`config.mk`:
```
export PLATFORM = sky130hd
export DESIGN_NAME = game_sequencer
export DESIGN_NICKNAME = d
export VERILOG_FILES = /design/src/rtl/game_sequencer_pkg.sv /design/src/rtl/game_sequencer_fall_timer.sv /design/src/rtl/game_sequencer.sv
export SDC_FILE = /design/constraint.sdc
export NUM_CORES = 1
export LEC_CHECK = 0
export ABC_CLOCK_PERIOD_IN_PS = 11100
export BUFFER_PORTS_ARGS = -buffer_cell sky130_fd_sc_hd__buf_4
export CAP_MARGIN = 20
export CELL_PAD_IN_SITES_DETAIL_PLACEMENT = 1
export CELL_PAD_IN_SITES_GLOBAL_PLACEMENT = 1
export CORE_MARGIN = 3
export CORE_UTILIZATION = 45
export CTS_BUF_LIST = sky130_fd_sc_hd__clkbuf_8
export CTS_CLUSTER_DIAMETER = 50
export DETAILED_ROUTE_END_ITERATION = 7
export HOLD_SLACK_MARGIN = 0.15
export PLACE_DENSITY_LB_ADDON = 0.1
export SETUP_SLACK_MARGIN = 0.02
export SLEW_MARGIN = 10
export SYNTH_ARGS = -nofsm -noshare
export SYNTH_HDL_FRONTEND = slang
export SYNTH_HIERARCHICAL = 1
export SYNTH_SLANG_ARGS = --single-unit
export TNS_END_PERCENT = 100
```
`constraint.sdc`:
```
create_clock -name Clock -period 11.1 [get_ports Clock]
set_input_delay 1.665 -clock Clock [delete_from_list [all_inputs] [get_ports Clock]]
set_output_delay 1.665 -clock Clock [all_outputs]
set_load 0.03 [all_outputs]
```
`src/rtl/game_sequencer_pkg.sv`:
```
// game_sequencer_pkg
//   Shared definitions for the frame-synchronous game controller:
//   state encoding, square colours, frame-end counter values, button
//   indices and the screen geometry used by the collision test.
//   Geometry constants are 11 bits wide so that box bounds computed from
//   10-bit offsets never wrap.
package game_sequencer_pkg;

  typedef enum logic [1:0] {
    ST_IDLE = 2'd0,
    ST_RUN  = 2'd1,
    ST_HIT  = 2'd2,
    ST_OVER = 2'd3
  } state_e;

  localparam int PTR_W = 10;

  // Square colours as consumed by the VGA colour input
  localparam logic [2:0] RED   = 3'b100;
  localparam logic [2:0] GREEN = 3'b010;
  localparam logic [2:0] BLUE  = 3'b001;

  // Last pixel of the last line: one tick per frame
  localparam logic [9:0] H_LAST = 10'd799;
  localparam logic [9:0] V_LAST = 10'd520;

  // Button bit positions in the sampled/pending vectors
  localparam int BTN_LEFT  = 0;
  localparam int BTN_RIGHT = 1;
  localparam int BTN_START = 2;

  // Screen geometry (inclusive boxes)
  localparam logic [10:0] PLAYER_X0 = 11'd240;
  localparam logic [10:0] PLAYER_W  = 11'd96;
  localparam logic [10:0] PLAYER_Y0 = 11'd333;
  localparam logic [10:0] PLAYER_Y1 = 11'd460;
  localparam logic [10:0] OBJ1_X0   = 11'd272;
  localparam logic [10:0] OBJ2_X0   = 11'd368;
  localparam logic [10:0] OBJ_W     = 11'd32;
  localparam logic [10:0] OBJ_Y0    = 11'd77;
  localparam logic [10:0] OBJ_H     = 11'd32;

  // Object 2 starts part-way down so the two objects are staggered
  localparam int FALL2_INIT = 96;

  // HIT colour flips every 8 frames
  localparam int HIT_TOGGLE_BIT = 3;

  // Inclusive interval overlap
  function automatic logic overlap(input logic [10:0] a_lo, input logic [10:0] a_hi,
                                   input logic [10:0] b_lo, input logic [10:0] b_hi);
    return (a_lo <= b_hi) && (b_lo <= a_hi);
  endfunction

endpackage

```
`src/rtl/game_sequencer_fall_timer.sv`:
```
// fall_timer
//   Per-object frame counter and falling pointer. On every enabled tick the
//   counter advances; on the PERIOD-th tick it wraps and the pointer steps
//   down by STEP, returning to 0 once it would pass LIMIT.
// Ports
//   Clock   : pixel clock
//   Reset   : synchronous active-high reset (pointer <= INIT, counter <= 0)
//   Enable  : allow the counter to advance on this tick
//   Tick    : end-of-frame strobe, the only cycle state changes
//   Restart : on a tick, reload the reset values (takes priority over Enable)
//   Pointer : current pointer value
module fall_timer
  import game_sequencer_pkg::*;
#(
  parameter int PERIOD = 45,
  parameter int STEP   = 32,
  parameter int LIMIT  = 384,
  parameter int INIT   = 0
) (
  input  logic             Clock,
  input  logic             Reset,
  input  logic             Enable,
  input  logic             Tick,
  input  logic             Restart,
  output logic [PTR_W-1:0] Pointer
);

  localparam int CW = (PERIOD > 1) ? $clog2(PERIOD) : 1;

  logic [CW-1:0]    count_q, count_d;
  logic [PTR_W-1:0] pointer_q, pointer_d;
  logic [PTR_W:0]   stepped;

  always_comb begin
    count_d   = count_q;
    pointer_d = pointer_q;
    // One extra bit so the limit compare cannot be fooled by wrap-around
    stepped   = {1'b0, pointer_q} + (PTR_W+1)'(STEP);
    if (Tick) begin
      if (Restart) begin
        count_d   = '0;
        pointer_d = PTR_W'(INIT);
      end else if (Enable) begin
        if (count_q == CW'(PERIOD - 1)) begin
          count_d   = '0;
          pointer_d = (stepped > (PTR_W+1)'(LIMIT)) ? '0 : stepped[PTR_W-1:0];
        end else begin
          count_d = count_q + CW'(1);
        end
      end
    end
  end

  always_ff @(posedge Clock) begin
    if (Reset) begin
      count_q   <= '0;
      pointer_q <= PTR_W'(INIT);
    end else begin
      count_q   <= count_d;
      pointer_q <= pointer_d;
    end
  end

  assign Pointer = pointer_q;

endmodule

```
`src/rtl/game_sequencer.sv`:
```
// game_sequencer
//   Frame-synchronous game controller. Turns button presses and per-object
//   frame timers into the player offset, falling-object pointers and square
//   colour for the VGA datapath, and runs the IDLE/RUN/HIT/OVER machine.
//   Everything except the button edge latches changes only on the frame
//   tick (last pixel of the last line), so a frame is never drawn with
//   mixed values.
// Ports
//   Clock, Reset            : pixel clock, synchronous active-high reset
//   iHcounter, iVcounter    : raster position from the VGA controller
//   iBtnLeft/Right/Start    : debounced, synchronized button levels
//   oXRedCounter            : player X offset
//   oYRedCounter            : player Y offset (always 0)
//   oFall1, oFall2          : falling-object pointers
//   oColorCuadro            : square colour
//   oGameOver               : high while in OVER
module game_sequencer
  import game_sequencer_pkg::*;
#(
  parameter int XSTART       = 128,
  parameter int XMAX         = 320,
  parameter int STEP         = 32,
  parameter int FALL1_FRAMES = 45,
  parameter int FALL2_FRAMES = 40,
  parameter int FALL_LIMIT   = 384,
  parameter int HIT_FRAMES   = 60
) (
  input  logic             Clock,
  input  logic             Reset,
  input  logic [9:0]       iHcounter,
  input  logic [9:0]       iVcounter,
  input  logic             iBtnLeft,
  input  logic             iBtnRight,
  input  logic             iBtnStart,
  output logic [PTR_W-1:0] oXRedCounter,
  output logic [PTR_W-1:0] oYRedCounter,
  output logic [PTR_W-1:0] oFall1,
  output logic [PTR_W-1:0] oFall2,
  output logic [2:0]       oColorCuadro,
  output logic             oGameOver
);

  // At least 4 bits so the colour toggle bit always exists
  localparam int HW = (HIT_FRAMES > 16) ? $clog2(HIT_FRAMES) : 4;
  localparam logic [HW-1:0]    HIT_LAST = HW'(HIT_FRAMES - 1);
  localparam logic [PTR_W-1:0] STEP_W   = PTR_W'(STEP);
  localparam logic [PTR_W-1:0] XSTART_W = PTR_W'(XSTART);
  localparam logic [PTR_W:0]   XMAX_W   = (PTR_W+1)'(XMAX);

  logic tick;
  assign tick = (iHcounter == H_LAST) && (iVcounter == V_LAST);

  // ---------------- button edge capture ----------------
  logic [2:0] btn_q, btn_d;
  logic [2:0] btn_prev_q, btn_prev_d;
  logic [2:0] pend_q, pend_d;
  logic [2:0] btn_edge;

  always_comb begin
    btn_d    = {iBtnStart, iBtnRight, iBtnLeft};
    btn_edge = btn_q & ~btn_prev_q;
    // The previous-sample register holds on the tick so an edge that
    // coincides with the flag clear is seen again on the next cycle.
    btn_prev_d = tick ? btn_prev_q : btn_q;
    pend_d     = tick ? 3'b000 : (pend_q | btn_edge);
  end

  // ---------------- game state ----------------
  state_e           state_q, state_d;
  logic [PTR_W-1:0] x_q, x_d;
  logic [HW-1:0]    hit_cnt_q, hit_cnt_d;
  logic [2:0]       color_q, color_d;
  logic             over_q, over_d;

  logic [PTR_W-1:0] fall1, fall2;
  logic             fall_en, restart;

  // ---------------- collision (11-bit, no wrap) ----------------
  logic [10:0] px_lo, px_hi, o1_lo, o1_hi, o2_lo, o2_hi;
  logic        collision;

  always_comb begin
    px_lo = PLAYER_X0 + {1'b0, x_q};
    px_hi = px_lo + PLAYER_W - 11'd1;
    o1_lo = OBJ_Y0 + {1'b0, fall1};
    o1_hi = o1_lo + OBJ_H - 11'd1;
    o2_lo = OBJ_Y0 + {1'b0, fall2};
    o2_hi = o2_lo + OBJ_H - 11'd1;
    collision =
      (overlap(px_lo, px_hi, OBJ1_X0, OBJ1_X0 + OBJ_W - 11'd1) &&
       overlap(PLAYER_Y0, PLAYER_Y1, o1_lo, o1_hi)) ||
      (overlap(px_lo, px_hi, OBJ2_X0, OBJ2_X0 + OBJ_W - 11'd1) &&
       overlap(PLAYER_Y0, PLAYER_Y1, o2_lo, o2_hi));
  end

  // Objects only fall on RUN ticks that do not end in a collision
  assign fall_en = (state_q == ST_RUN) && !collision;
  assign restart = (state_q == ST_OVER) && pend_q[BTN_START];

  fall_timer #(
    .PERIOD (FALL1_FRAMES),
    .STEP   (STEP),
    .LIMIT  (FALL_LIMIT),
    .INIT   (0)
  ) u_fall1 (
    .Clock   (Clock),
    .Reset   (Reset),
    .Enable  (fall_en),
    .Tick    (tick),
    .Restart (restart),
    .Pointer (fall1)
  );

  fall_timer #(
    .PERIOD (FALL2_FRAMES),
    .STEP   (STEP),
    .LIMIT  (FALL_LIMIT),
    .INIT   (FALL2_INIT)
  ) u_fall2 (
    .Clock   (Clock),
    .Reset   (Reset),
    .Enable  (fall_en),
    .Tick    (tick),
    .Restart (restart),
    .Pointer (fall2)
  );

  // ---------------- state register ----------------
  always_ff @(posedge Clock) begin
    if (Reset) begin
      btn_q      <= '0;
      btn_prev_q <= '0;
      pend_q     <= '0;
      state_q    <= ST_IDLE;
      x_q        <= XSTART_W;
      hit_cnt_q  <= '0;
      color_q    <= BLUE;
      over_q     <= 1'b0;
    end else begin
      btn_q      <= btn_d;
      btn_prev_q <= btn_prev_d;
      pend_q     <= pend_d;
      state_q    <= state_d;
      x_q        <= x_d;
      hit_cnt_q  <= hit_cnt_d;
      if (tick) begin
        color_q <= color_d;
        over_q  <= over_d;
      end
    end
  end

  // ---------------- next-state logic ----------------
  always_comb begin
    state_d   = state_q;
    x_d       = x_q;
    hit_cnt_d = hit_cnt_q;
    if (tick) begin
      case (state_q)
        ST_IDLE: begin
          if (pend_q[BTN_START]) state_d = ST_RUN;
        end
        ST_RUN: begin
          // Collision is judged on the frame just shown; a hit freezes
          // the scene exactly as the player saw it.
          if (collision) begin
            state_d   = ST_HIT;
            hit_cnt_d = '0;
          end else if (pend_q[BTN_LEFT] && !pend_q[BTN_RIGHT]) begin
            if (x_q >= STEP_W) x_d = x_q - STEP_W;
          end else if (pend_q[BTN_RIGHT] && !pend_q[BTN_LEFT]) begin
            if (({1'b0, x_q} + {1'b0, STEP_W}) <= XMAX_W) x_d = x_q + STEP_W;
          end
        end
        ST_HIT: begin
          if (hit_cnt_q == HIT_LAST) state_d = ST_OVER;
          else hit_cnt_d = hit_cnt_q + HW'(1);
        end
        ST_OVER: begin
          if (pend_q[BTN_START]) begin
            state_d   = ST_IDLE;
            x_d       = XSTART_W;
            hit_cnt_d = '0;
          end
        end
        default: state_d = ST_IDLE;
      endcase
    end
  end

  // ---------------- output logic ----------------
  // Computed from the next state so the registered outputs describe the
  // state the coming frame is drawn in.
  always_comb begin
    color_d = BLUE;
    case (state_d)
      ST_IDLE: color_d = BLUE;
      ST_RUN:  color_d = GREEN;
      ST_HIT:  color_d = hit_cnt_d[HIT_TOGGLE_BIT] ? BLUE : RED;
      ST_OVER: color_d = RED;
      default: color_d = BLUE;
    endcase
    over_d = (state_d == ST_OVER);
  end

  assign oXRedCounter = x_q;
  assign oYRedCounter = '0;
  assign oFall1       = fall1;
  assign oFall2       = fall2;
  assign oColorCuadro = color_q;
  assign oGameOver    = over_q;

endmodule

```
Yosys cells after proc, flatten, opt, wreduce, memory -nomap -nowiden
Cells that the tools add are included.
Word-level totals
  output and inout port bits: 44
  register bits after elaboration: 63
Operators by class
  order comparisons: 12
  add/sub/neg operators: 17
  multiplexer cells: 34
  bitwise logic cells: 3
  reductions and logical operators: 28
  equal/unequal tests: 18
Operator list (count)
  2-to-1 mux 10 bit: 14
  less-or-equal comparator 11 x 9 -> 1 bit, second input constant: 5
  2-to-1 mux 6 bit: 9
  less-or-equal comparator 9 x 11 -> 1 bit, first input constant: 4
  adder 10 x 6 -> 11 bit, second input constant: 3
  subtractor 11 x 1 -> 11 bit, second input constant: 3
  adder 11 x 6 -> 11 bit, second input constant: 2
  adder 7 x 10 -> 11 bit, first input constant: 2
  greater-than comparator 11 x 9 -> 1 bit, second input constant: 2
  == test 10 bit, second input constant: 2
  case mux 10 bit (2 select lines): 1
  adder 6 x 1 -> 6 bit, second input constant: 3
  == test 6 bit, second input constant: 3
  case mux 6 bit (3 select lines): 1
  case mux 3 bit (4 select lines): 1
  adder 11 x 7 -> 11 bit, second input constant: 1
  adder 8 x 10 -> 11 bit, first input constant: 1
  logical AND 1 bit: 11
  adder 10 x 6 -> 10 bit, second input constant: 1
  greater-or-equal comparator 10 x 6 -> 1 bit, second input constant: 1
  2-to-1 mux 2 bit: 5
  subtractor 10 x 6 -> 10 bit, second input constant: 1
  == test 2 bit, second input constant: 4
  inequality test 2 bit, second input constant: 4
  19 further kinds: 28

Longest topological paths before layout
  depth after elaboration: 12
  depth in mapped cells: 16

Hierarchy
The synthesis kept the hierarchy.
Modules (own cells, without submodules)
  game_sequencer: cells an instance 412, instances 1, sequential area each 520.5 um^2, area each 3081.7 um^2
  fall_timer (u_fall1): cells an instance 81, instances 1, sequential area each 220.2 um^2, area each 674.4 um^2
  fall_timer (u_fall2): cells an instance 79, instances 1, sequential area each 220.2 um^2, area each 645.6 um^2

Worst setup path after synthesis
Ideal clock, no wire load.
  kind: in2reg
  start point: input port iHcounter[6]
  end point: register u_fall2.pointer_q[8], in the netlist u_fall2/Pointer[8]
  path buffers: 1
  path slack: 6.664 ns
  data arrival time: 4.316 ns
  cell stages on the path: 9
  setup time: 0.120 ns
  cell sequence: or4b_2 -> nor3_1 -> nand3_1 -> inv_1 -> clkbuf_1 -> nand2_1 -> o31ai_1 -> inv_1 -> a211o_2
On the way
  longest elaborated chain between the ends: 3
RTL lines
  start, declared: line game_sequencer.sv:30  | input logic [9:0] iHcounter,
  == test 10 bit: line game_sequencer.sv:51  | assign tick = (iHcounter == H_LAST) && (iVcounter == V_LAST);
  logical AND 1 bit: line game_sequencer.sv:51
  net tick: line game_sequencer.sv:50  | logic tick;
  AND reduction 3 bit (no source line)
  end signal, assigned: line game_sequencer_fall_timer.sv:57  | pointer_q <= PTR_W'(INIT);
  end signal, assigned: line game_sequencer_fall_timer.sv:60  | pointer_q <= pointer_d;
  end, declared: line game_sequencer_fall_timer.sv:31  | logic [PTR_W-1:0] pointer_q, pointer_d;
The timed path passes the listed nets, and every way through them passes these cells.
A chain may end at the register's enable or synchronous reset.

Final worst setup path
  start point: input port iHcounter[6]
  end point: register u_fall2.pointer_q[8], in the netlist u_fall2/Pointer[8]
On the way
  longest elaborated chain between the ends: 3
RTL lines (line)
  == test 10 bit: game_sequencer.sv:51
  logical AND 1 bit: game_sequencer.sv:51
  AND reduction 3 bit (no source line)
Every way passes these cells.

==> out/summary.json <==
{
  "global_routing": {
    "number_of_global_route_vias_before_repair": 4101,
    "grt_pass1_wl_mm": 19.1,
    "antenna_violations_before_repair": 0,
    "globalRouteOverflowTotal": 0,
    "largest_net_degree_at_the_start_of_global_routing": 36,
    "grtUsageTotal": 0.201
  },
  "sta": {
    "final.setup.tns_ns": 0,
    "max_freq_mhz": 215,
    "worst_slew_margin_rel": 0.431,
    "timing_max_transition_violations_final": 0,
    "grt_setup_unrepaired": "false",
    "final_period_minus_worst_setup_slack_ns": 4.65,
    "setup_viol": 0,
    "final_hold_vios": 0,
    "tightestPinTransition_ns": 0.847,
    "clock-skew-final_ns": 0.00901,
    "fin_crit_sh": 0.419
  },
  "layout": {
    "final_net_count": 640,
    "fraction_of_final_layout_cells_with_drive_strength_greater_than_1": 0.141,
    "fillers": 1218,
    "finalInstanceArea_um2": 4780,
    "flow.area_growth_from_synthesis_pct": 8.53,
    "antennaDiodeCount": 0
  },
  "pwr": {
    "power_density_nw_per_um2": 83.2,
    "vdd.ir_drop.worst_mv": 0.0465,
    "power.combinational.fraction": 0.177,
    "fin_total_pwr_mw": 0.398,
    "swShare": 0.274,
    "pint_mw": 0.289,
    "fraction_of_power_consumed_by_sequential_logic": 0.451,
    "power_leakage_nw": 1.76,
    "power.net_switching_mw": 0.109,
    "share_clk_of_total_power": 0.372
  },
  "die": {
    "floorplan.initialDensity": 0.470,
    "design.die.area_um2": 11000,
    "ioPinCount": 69,
    "fp.coreArea_um2": 9370,
    "die_width_um": 105,
    "std_cell_rows": 35,
    "dieHeight_um": 105
  },
  "clock_network": {
    "cts-root-to-sink-buffers": 2,
    "ctsHtreeMaxLevel": 2,
    "clkSinkCount": 48,
    "insertion_delay_ns": 0.30,
    "cts_inserted_buffers": 5,
    "post_cts_hold_buffers": 0,
    "post_cts.resized_instances": 0,
    "postCtsSetupRepairBufs": 0,
    "cts.reportedPaths.clkPinSlew_ns": 0.09,
    "cts.root.buffer_cell": "sky130_fd_sc_hd__clkbuf_8",
    "tritoncts": "built"
  },
  "drt": {
    "drt-total-wl_mm": 11.3,
    "drc_errors": 0,
    "drt_iter0_markers": 187,
    "routed_wire_length_per_instance_um": 15.6,
    "drt_pass1_iterations": 4,
    "route.antenna.remaining_nets": 0,
    "ratio_of_routed_vias_to_standard_cells": 5.80,
    "routed-via-count": 4211
  },
  "critical_path": {
    "worst_r2r_path_depth": 13,
    "r2r_end": "u_fall2/Pointer[8]$_SDFFE_PP0P_",
    "maximum_fanout_count_along_the_critical_path": 20,
    "worst_setup_path_end_kind": "register",
    "worst-endpoint-arrival_ns": 4.85,
    "worstSetupEndpoint": "u_fall2/Pointer[8]$_SDFFE_PP0P_",
    "critPathLaunchType": "input pin",
    "critPathKind": "input pin to register",
    "worstReg2RegStart": "oXRedCounter[5]$_SDFFE_PP0P_",
    "required_ns": 11.30,
    "timing.reg2reg.setup_slack_ns": 6.46,
    "timing.critical_path.from": "iHcounter[6]"
  },
  "place": {
    "finalWeightedCongestion": 0.844,
    "placed_area_um2": 4640,
    "port_buffers": 43,
    "hpwlAfterDp_mm": 8.41
  },
  "logic_synthesis": {
    "synth_compound_gate_area_share": 0.260,
    "synth_xor_xnor_area_share": 0.0438,
    "synthMostInstantiatedCell": "sky130_fd_sc_hd__nor2_1",
    "muxShareOfSynthArea": 0.0333,
    "netlist_top_cells_area": "sky130_fd_sc_hd__dfxtp_1, sky130_fd_sc_hd__ha_1, sky130_fd_sc_hd__buf_4",
    "netlist_area_um2": 4400,
    "synth.top_cells.by_count": "sky130_fd_sc_hd__nor2_1, sky130_fd_sc_hd__dfxtp_1, sky130_fd_sc_hd__a21oi_1",
    "synth_largest_type_area_fraction": 0.218,
    "yosysUniqueCellTypes": 95,
    "synth.ff_latch_count": 48,
    "syn_avg_cell_area_um2": 7.70,
    "synth_edf_count": 0,
    "post_synth_fa_ha_maj_area_fraction": 0.0512,
    "synthesis.instances": 572,
    "synth_top_cell_by_area": "sky130_fd_sc_hd__dfxtp_1",
    "post_synth_and_or_nand_nor_area_fraction": 0.292,
    "synth_async_reset_ratio": 0,
    "ys.warnings.count": 6,
    "synth_top_flop_cell": "sky130_fd_sc_hd__dfxtp_1",
    "dominant_combinational_cell_family_by_area_after_synthesis": "simple AND/OR/NAND/NOR gates",
    "synth_seq_area_share": 0.218
  },
  "flow_run": {
    "drv.max_cap_violation_count": 0
  },
  "hold_path": {
    "worst_hold_path_type": "register to register",
    "timing.hold.worst.start": "oGameOver$_SDFFE_PP0P_"
  },
  "outcome": {
    "status": "finished, final reports clean"
  }
}
## cells by family after synthesis
family / count (synthesis)
AND/OR/NAND/NOR: 231
AO/OA/AOI/OAI: 160
buffers and inverters: 76
flip-flops: 48
XOR/XNOR: 22
adder cells (fa/ha/maj): 18
multiplexers: 14
other: 3
## critical path: stages
cell	delay, ns
sky130_fd_sc_hd__buf_4	0.10
sky130_fd_sc_hd__or4b_2	0.65
sky130_fd_sc_hd__nor3_1	0.20
sky130_fd_sc_hd__nand3_1	0.29
sky130_fd_sc_hd__inv_1	0.61
sky130_fd_sc_hd__nand2_1	0.11
sky130_fd_sc_hd__o31ai_1	0.71
sky130_fd_sc_hd__inv_1	0.15
sky130_fd_sc_hd__a211o_2	0.36
## power groups by stage
stage	logic, mW	registers, mW	clock network [mW]
after global placement	0.0644	0.183	0
after global routing	0.0777	0.180	0.158
after CTS	0.0650	0.179	0.152
final	0.0705	0.179	0.148
after detailed placement	0.0647	0.183	0
after floorplan	0.0622	0.182	0
## how the worst min path moves through the flow
stage	to	slack, ns	cells past startpoint
global placement	oGameOver$_SDFFE_PP0P_	0.45	2
CTS	oGameOver$_SDFFE_PP0P_	0.47	2
detailed placement	oGameOver$_SDFFE_PP0P_	0.46	2
finish	oGameOver$_SDFFE_PP0P_	0.47	2
global route	oGameOver$_SDFFE_PP0P_	0.51	2
floorplan	hit_cnt_q[5]$_SDFFE_PP0P_	0.45	1
## area by class of cell
class                      count  area, um^2  share of cell area
timing repair buffer          45         338              0.0707
sequential                    48         961               0.201
tap                          129         161              0.0338
multi-input combinational    470        3090               0.646
clock inverter                 2        60.1              0.0126
inverter                      27         101              0.0212
clock buffer                   5        68.8              0.0144
## state kept, by name, summed over array words and instances, names as in the netlist
register,cells
u_fall1/Pointer,5
u_fall1/count_q,6
btn_prev_q,3
oXRedCounter,5
btn_q,3
hit_cnt_q,6
oGameOver,1
u_fall2/count_q,6
u_fall2/Pointer,5
pend_q,3
oColorCuadro,3
state_q,2
## layout by cell type, fill, tap and decap left out, types with 5 or more instances in the layout
cell,instances
sky130_fd_sc_hd__nand4_1,14
sky130_fd_sc_hd__conb_1,25
sky130_fd_sc_hd__mux2i_1,9
sky130_fd_sc_hd__nor3b_1,7
sky130_fd_sc_hd__xnor2_1,10
sky130_fd_sc_hd__dfxtp_1,48
sky130_fd_sc_hd__buf_4,44
sky130_fd_sc_hd__or3_1,10
sky130_fd_sc_hd__o21ai_0,30
sky130_fd_sc_hd__a21o_1,5
sky130_fd_sc_hd__nand3_1,23
sky130_fd_sc_hd__a31oi_1,9
sky130_fd_sc_hd__nand3b_1,5
sky130_fd_sc_hd__a211oi_1,6
sky130_fd_sc_hd__nand2b_1,14
sky130_fd_sc_hd__and3_1,5
sky130_fd_sc_hd__nor2_1,54
sky130_fd_sc_hd__nor3_1,10
sky130_fd_sc_hd__a21oi_1,37
sky130_fd_sc_hd__ha_1,18
sky130_fd_sc_hd__xor2_1,12
sky130_fd_sc_hd__inv_1,26
sky130_fd_sc_hd__clkbuf_8,5
sky130_fd_sc_hd__nand2_1,36
sky130_fd_sc_hd__nor2b_1,13
sky130_fd_sc_hd__o21a_1,6
## through the flow
step	setup WS [ns]	utilization	hold WS (ns)	instances
after floorplan	6.66	-	0.447	594
after global placement	6.26	0.495	0.447	718
after detailed placement	6.12	0.495	0.457	718
after CTS	6.24	0.509	0.470	725
after global routing	6.10	0.510	0.507	726
final	6.45	0.510	0.467	726
## per-layer routing
| layer | up-vias | GRT usage | wire, um |
|---|---|---|---|
| li1 | 2114 | - | - |
| met1 | 2027 | 0.268 | 5520 |
| met2 | 64 | 0.344 | 5370 |
| met3 | 6 | 0.0247 | 324 |
| met4 | 0 | 0.0487 | 108 |
| met5 | - | 0 | 0 |
Power figures use the tool's default switching activity.
